## src/rtl/button_conditioner_if.sv

```systemverilog
// Button conditioner bus: raw button levels in, conditioned levels and
// one-cycle press/release pulses out.
interface button_conditioner_if #(
  parameter int N = 12
);
  logic [N-1:0] raw_in;
  logic [N-1:0] level;
  logic [N-1:0] press_pulse;
  logic [N-1:0] release_pulse;
  logic         any_held;

  // Board side: drives the raw pins and consumes the conditioned outputs.
  modport master (
    output raw_in,
    input  level, press_pulse, release_pulse, any_held
  );

  // Conditioner side.
  modport slave (
    input  raw_in,
    output level, press_pulse, release_pulse, any_held
  );
endinterface

```

## src/rtl/button_conditioner.sv

```systemverilog
// Multi-channel button conditioner: per-channel two-flop sync, press detect,
// debounced release filter and optional auto-repeat. Every output is a flop.

// One button channel. Presses are accepted on the first high synchronised
// sample; bounce after a press is absorbed because a release needs
// DEBOUNCE_CYCLES consecutive low samples while HELD.
module button_channel #(
  parameter int DEBOUNCE_CYCLES = 4,
  parameter bit REPEAT_EN       = 1'b0,
  parameter int REPEAT_DELAY    = 8,
  parameter int REPEAT_PERIOD   = 3,
  parameter int CNT_W           = 4
) (
  input  logic clock,
  input  logic reset,
  input  logic raw,
  output logic level,
  output logic level_next,
  output logic press_pulse,
  output logic release_pulse
);
  typedef enum logic [1:0] {
    IDLE    = 2'd0,
    PRESSED = 2'd1,
    HELD    = 2'd2
  } state_t;

  localparam logic [CNT_W-1:0] DEB_LAST = CNT_W'(DEBOUNCE_CYCLES - 1);
  localparam logic [CNT_W-1:0] DEL_LAST = CNT_W'(REPEAT_DELAY - 1);
  localparam logic [CNT_W-1:0] PER_LAST = CNT_W'(REPEAT_PERIOD - 1);

  state_t           state;
  logic [1:0]       sync_pipe;
  logic             sync;
  logic [CNT_W-1:0] deb_cnt;
  logic [CNT_W-1:0] rep_cnt;
  logic             phase;     // 0: waiting for first repeat, 1: periodic
  logic [CNT_W-1:0] rep_last;

  assign sync     = sync_pipe[1];
  assign rep_last = phase ? PER_LAST : DEL_LAST;

  // Two-flop synchroniser on the asynchronous button pin.
  always_ff @(posedge clock or negedge reset) begin
    if (!reset) sync_pipe <= 2'b00;
    else        sync_pipe <= {sync_pipe[0], raw};
  end

  // Level the FSM below will register on the next edge; lets the top build a
  // registered any_held with the same latency as level.
  always_comb begin
    level_next = 1'b0;
    case (state)
      IDLE:    level_next = sync;
      PRESSED: level_next = 1'b1;
      HELD:    level_next = !(!sync && (deb_cnt == DEB_LAST));
      default: level_next = 1'b0;
    endcase
  end

  // Channel FSM with registered level and pulse outputs. Counters stop at
  // their thresholds, so they never reach their wrap point.
  always_ff @(posedge clock or negedge reset) begin
    if (!reset) begin
      state         <= IDLE;
      deb_cnt       <= '0;
      rep_cnt       <= '0;
      phase         <= 1'b0;
      level         <= 1'b0;
      press_pulse   <= 1'b0;
      release_pulse <= 1'b0;
    end else begin
      press_pulse   <= 1'b0;
      release_pulse <= 1'b0;
      case (state)
        IDLE: begin
          if (sync) begin
            state       <= PRESSED;
            press_pulse <= 1'b1;
            level       <= 1'b1;
          end
        end
        PRESSED: begin
          state   <= HELD;
          deb_cnt <= '0;
          rep_cnt <= '0;
          phase   <= 1'b0;
        end
        HELD: begin
          if (!sync) begin
            rep_cnt <= '0;
            if (deb_cnt == DEB_LAST) begin
              state         <= IDLE;
              deb_cnt       <= '0;
              level         <= 1'b0;
              release_pulse <= 1'b1;
            end else begin
              deb_cnt <= deb_cnt + CNT_W'(1);
            end
          end else begin
            deb_cnt <= '0;
            if (REPEAT_EN) begin
              // The cycle carrying a repeat pulse is not counted, mirroring
              // the uncounted PRESSED cycle before the first repeat.
              if (press_pulse) begin
                rep_cnt <= '0;
              end else if (rep_cnt == rep_last) begin
                rep_cnt     <= '0;
                phase       <= 1'b1;
                press_pulse <= 1'b1;
              end else begin
                rep_cnt <= rep_cnt + CNT_W'(1);
              end
            end else begin
              rep_cnt <= '0;
            end
          end
        end
        default: begin
          state <= IDLE;
          level <= 1'b0;
        end
      endcase
    end
  end
endmodule

module button_conditioner #(
  parameter int           N               = 12,
  parameter int           DEBOUNCE_CYCLES = 6_250_000,
  parameter logic [N-1:0] REPEAT_MASK     = '0,
  parameter int           REPEAT_DELAY    = 25_000_000,
  parameter int           REPEAT_PERIOD   = 6_250_000
) (
  input logic                 clock,
  input logic                 reset,
  button_conditioner_if.slave bus
);
  localparam int MAX_AB  = (DEBOUNCE_CYCLES > REPEAT_DELAY) ? DEBOUNCE_CYCLES : REPEAT_DELAY;
  localparam int MAX_ALL = (MAX_AB > REPEAT_PERIOD) ? MAX_AB : REPEAT_PERIOD;
  localparam int CNT_W   = $clog2(MAX_ALL + 1);

  logic [N-1:0] raw_in;
  logic [N-1:0] level;
  logic [N-1:0] level_next;
  logic [N-1:0] press_pulse;
  logic [N-1:0] release_pulse;
  logic         any_held;

  assign raw_in = bus.raw_in;

  for (genvar i = 0; i < N; i++) begin : g_ch
    button_channel #(
      .DEBOUNCE_CYCLES (DEBOUNCE_CYCLES),
      .REPEAT_EN       (REPEAT_MASK[i]),
      .REPEAT_DELAY    (REPEAT_DELAY),
      .REPEAT_PERIOD   (REPEAT_PERIOD),
      .CNT_W           (CNT_W)
    ) u_ch (
      .clock         (clock),
      .reset         (reset),
      .raw           (raw_in[i]),
      .level         (level[i]),
      .level_next    (level_next[i]),
      .press_pulse   (press_pulse[i]),
      .release_pulse (release_pulse[i])
    );
  end

  // any_held registered from the channels' next levels so it tracks level exactly.
  always_ff @(posedge clock or negedge reset) begin
    if (!reset) any_held <= 1'b0;
    else        any_held <= |level_next;
  end

  assign bus.level         = level;
  assign bus.press_pulse   = press_pulse;
  assign bus.release_pulse = release_pulse;
  assign bus.any_held      = any_held;
endmodule

```

## src/flat_wrapper.sv

```systemverilog
// flat-port wrapper written by rule: the top's interface ports become plain ports
module button_conditioner_flat 
#(
  parameter int           N               = 12,
  parameter int           DEBOUNCE_CYCLES = 6_250_000,
  parameter logic [N-1:0] REPEAT_MASK     = '0,
  parameter int           REPEAT_DELAY    = 25_000_000,
  parameter int           REPEAT_PERIOD   = 6_250_000
)
  (clock, reset, bus_raw_in, bus_level, bus_press_pulse, bus_release_pulse, bus_any_held);
  button_conditioner_if #(.N(N)) bus_i ();
  input logic clock;
  input logic reset;
  input wire logic [$bits(bus_i.raw_in)-1:0] bus_raw_in;
  output wire logic [$bits(bus_i.level)-1:0] bus_level;
  output wire logic [$bits(bus_i.press_pulse)-1:0] bus_press_pulse;
  output wire logic [$bits(bus_i.release_pulse)-1:0] bus_release_pulse;
  output wire logic [$bits(bus_i.any_held)-1:0] bus_any_held;
  assign bus_i.raw_in = bus_raw_in;
  assign bus_level = bus_i.level;
  assign bus_press_pulse = bus_i.press_pulse;
  assign bus_release_pulse = bus_i.release_pulse;
  assign bus_any_held = bus_i.any_held;
  button_conditioner #(.N(N), .DEBOUNCE_CYCLES(DEBOUNCE_CYCLES), .REPEAT_MASK(REPEAT_MASK), .REPEAT_DELAY(REPEAT_DELAY), .REPEAT_PERIOD(REPEAT_PERIOD)) u_core (.clock(clock), .reset(reset), .bus(bus_i));
endmodule
```

## config.mk

```make
export PLATFORM = sky130hd
export DESIGN_NAME = button_conditioner_flat
export DESIGN_NICKNAME = d
export VERILOG_FILES = /design/src/rtl/button_conditioner_if.sv /design/src/rtl/button_conditioner.sv /design/src/flat_wrapper.sv
export SDC_FILE = /design/constraint.sdc
export NUM_CORES = 1
export LEC_CHECK = 0
export ABC_AREA = 0
export CAP_MARGIN = 10
export CORE_MARGIN = 8
export CORE_UTILIZATION = 38
export CTS_CLUSTER_DIAMETER = 30
export CTS_CLUSTER_SIZE = 20
export DETAILED_ROUTE_END_ITERATION = 8
export PLACE_DENSITY_LB_ADDON = 0.15
export SYNTH_ARGS = -nofsm -noshare
export SYNTH_HDL_FRONTEND = slang
export SYNTH_SLANG_ARGS = --single-unit
```

## constraint.sdc

```tcl
create_clock -name clock -period 2.5 [get_ports clock]
set_clock_uncertainty 0.1 [all_clocks]
set_input_delay 0.25 -clock clock [delete_from_list [all_inputs] [get_ports clock]]
set_output_delay 0.25 -clock clock [all_outputs]
set_load 0.01 [all_outputs]
```

==> impl_metrics.yaml <==
sta:
  finalHoldViolCount: 0
  setup_ws_ns: -0.107
  rsz0062_at_grt: "true"
  fin_crit_ns: 2.61
  fin_crit_sh: 1.04
  slew_violations: 0
  max_freq_ghz: 0.384
  maxSlewHeadroom: 0.611
  tightest_slew_ns: 0.579
  holdWs_ns: 0.0251
  setup_viol: 1
clock_tree:
  clk_pin_slew_worst_paths_ns: 0.04
  cts_tree: "done"
  h-tree-depth: 3
  clockRootBuffer: "clkbuf_16"
  cts.sinks: 385
  clockBufferDepth: 3
  numCtsBuffers: 105
  clk_latency_ns: 0.62
yosys:
  synth_cell_types: 58
  synth_async_sr_flop_share: 1.00
  synth_seq_area_share: 0.495
  synth_area_um2: 19500
  synth_area_per_cell_um2: 9.52
  synth_edf_count: 0
  ys_ff_latch: 385
  synthFlopType: "dfrtp_1"
  postSynthCellCount: 2046
  synthesis.nets: 2120
  ys_warn_count: 0
global_route:
  globalRoute.totalOverflow: 0
  grt_pass1_vias: 15889
  antenna_found_initial: 0
  grt_max_degree: 86
  grt_pass1_wl_mm: 75.2
  grt_usage: 0.148
floorplanning:
  coreArea_um2: 51000
  die-height_um: 242
  io_pins: 51
  dieArea_um2: 58700
  die_x_um: 242
  rows: 83
  initial_core_util: 0.382
routing:
  wl_per_cell_um: 13.8
  final_antenna_net_count: 0
  first_iter_violations: 674
  dr.pass1.iters: 5
  drt-total-wl_mm: 43.0
  vias: 15370
  routed_via_density: 4.94
  drc_errors: 0
layout:
  drive_gt1_frac: 0.186
  final_util: 0.514
  n_antenna_cell: 0
  final_common_cell: "dfrtp_1"
  area_growth_pct: 34.7
  final_area_um2: 26200
  final_cell_mix: "385 x dfrtp_1, 327 x nor2_1, 200 x buf_4"
  finalNetCount: 2415
place:
  port_buffers: 50
  place_ws_ns: -0.230
  dp_hpwl_mm: 29.5
  placed_area_um2: 22100
  place.gp.congestion: 0.804
critical_path:
  critPathLaunchType: "flip-flop"
  critPathRequiredTime_ns: 2.88
  worstSetupPathType: "flip-flop to flip-flop"
  worstSetupEndpointType: "flip-flop"
  rr_worst_depth: 6
  worstPathMaxFanout: 2
  arrival_ns: 2.99
job:
  max_cap_viol_count: 0
status:
  violations: "negative setup slack"
  status: "finished, violations left"
power:
  clkPwrFrac: 0.535
  p_per_area_nw_per_um2: 1020
  sw_frac_of_total: 0.284
  p_sw_mw: 7.60
  peakVddDrop_mv: 0.772
  p_seq_frac: 0.265
  comb_power_share: 0.200
  power_report.internal_total_mw: 19.1
  leakage_nw: 11.6
min_path:
  hold_class: "input port to async pin"
[sequential cells by signal, summed over array words and instances, names as in the netlist]
name,flops
u_core.g_ch.u_ch.deb_cnt,300
u_core.g_ch.u_ch.sync_pipe,24
u_core.g_ch.u_ch.state,24
u_core.g_ch.u_ch.release_pulse,12
u_core.g_ch.u_ch.level,12
u_core.bus.any_held,1
u_core.g_ch.u_ch.press_pulse,12
[Yosys cell counts, drive strengths merged (20+ instances only)]
cell type / n / area, µm²
and3: 49 / 307
o31ai: 32 / 240
a21oi: 20 / 104
nor4: 40 / 250
nor2: 328 / 1230
nand3: 131 / 656
nand2b: 25 / 156
nand4: 75 / 469
inv: 95 / 357
o21ai: 100 / 500
or3: 22 / 143
nand2: 162 / 608
ha: 60 / 751
dfrtp: 385 / 9630
nor3: 41 / 205
buf: 38 / 280
xor2: 124 / 1090
clkbuf: 45 / 169
xnor2: 104 / 911
[worst max-delay path, cell delays in order, from the launching register on]
cell and delay (ns):
dfrtp_1 0.36, or4_1 0.51, or4_4 0.43, or3_4 0.36, a21oi_2 0.15, o22ai_2 0.12
or4b_1 0.47
[worst paths after layout]
path | start | slack [ns] | end
worst max-delay path | u_core.g_ch[6].u_ch.deb_cnt[24]$_DFFE_PN0P_ | -0.11 | u_core.bus.any_held$_DFF_PN0_
worst min-delay path | reset | 0.03 | u_core.g_ch[9].u_ch.press_pulse$_DFF_PN0_
worst max register to register | u_core.g_ch[6].u_ch.deb_cnt[24]$_DFFE_PN0P_ | -0.11 | u_core.bus.any_held$_DFF_PN0_
worst min register to register | u_core.g_ch[5].u_ch.sync_pipe[0]$_DFF_PN0_ | 0.24 | u_core.g_ch[5].u_ch.sync_pipe[1]$_DFF_PN0_
max in group asynchronous | reset | 1.47 | u_core.g_ch[6].u_ch.deb_cnt[9]$_DFFE_PN0P_
min in group clock | bus_raw_in[0] | 0.03 | u_core.g_ch[0].u_ch.sync_pipe[0]$_DFF_PN0_
[power groups by stage]
stage	combinational (mW)	sequential (mW)	clock, mW
final	5.35	7.09	14.3
after detailed placement	5.32	7.18	0
after CTS	5.39	7.09	14.6
after floorplan	3.37	7.09	0
after global routing	6.01	7.15	15.0
after global placement	5.26	7.15	0
[what timing repair did]
action,4_1_cts,5_1_grt
pin swaps,4,5
buffers inserted,0,1
hold buffers,11,0
endpoints found under the hold margin,395,0
gates resized for setup,6,28
setup endpoints to repair,2,64
[final cells by class]
cell class                      instances  area, µm²
Multi-Input combinational cell       1483       9220
Clock inverter                         67        922
Inverter                               95        357
Sequential cell                       385       9630
Tap cell                              680        851
Fill cell                            4586      24800
Timing Repair Buffer                  271       2310
Clock buffer                          131       2940
[per-stage QoR]
stage	power, mW	cells	TNS [ns]
after floorplan	10.5	2046	-0.0636
after global placement	12.4	2902	-0.215
after detailed placement	12.5	2902	-0.230
after CTS	27.1	3111	-0.156
after global routing	28.2	3112	-0.211
final	26.7	3112	-0.107
[cell families after synthesis]
logic type,after synthesis,share of synthesized area
and+or+nand+nor,980,0.251
adders and majority gates,60,0.0386
AOI/OAI and AO/OA,193,0.0598
buffers and inverters,178,0.0414
xor gates and xnor gates,228,0.103
DFF,385,0.495
muxes,22,0.0120
[per-layer routing]
| metal | track usage | vias to the layer above | wire length [µm] |
|---|---|---|---|
| met4 | 0.0555 | 0 | 885 |
| met5 | 0 | - | 0 |
| li1 | - | 7650 | - |
| met3 | 0.0325 | 68 | 1570 |
| met1 | 0.191 | 7465 | 20300 |
| met2 | 0.240 | 187 | 20300 |
No activity file was read; power rests on OpenSTA's default activity.
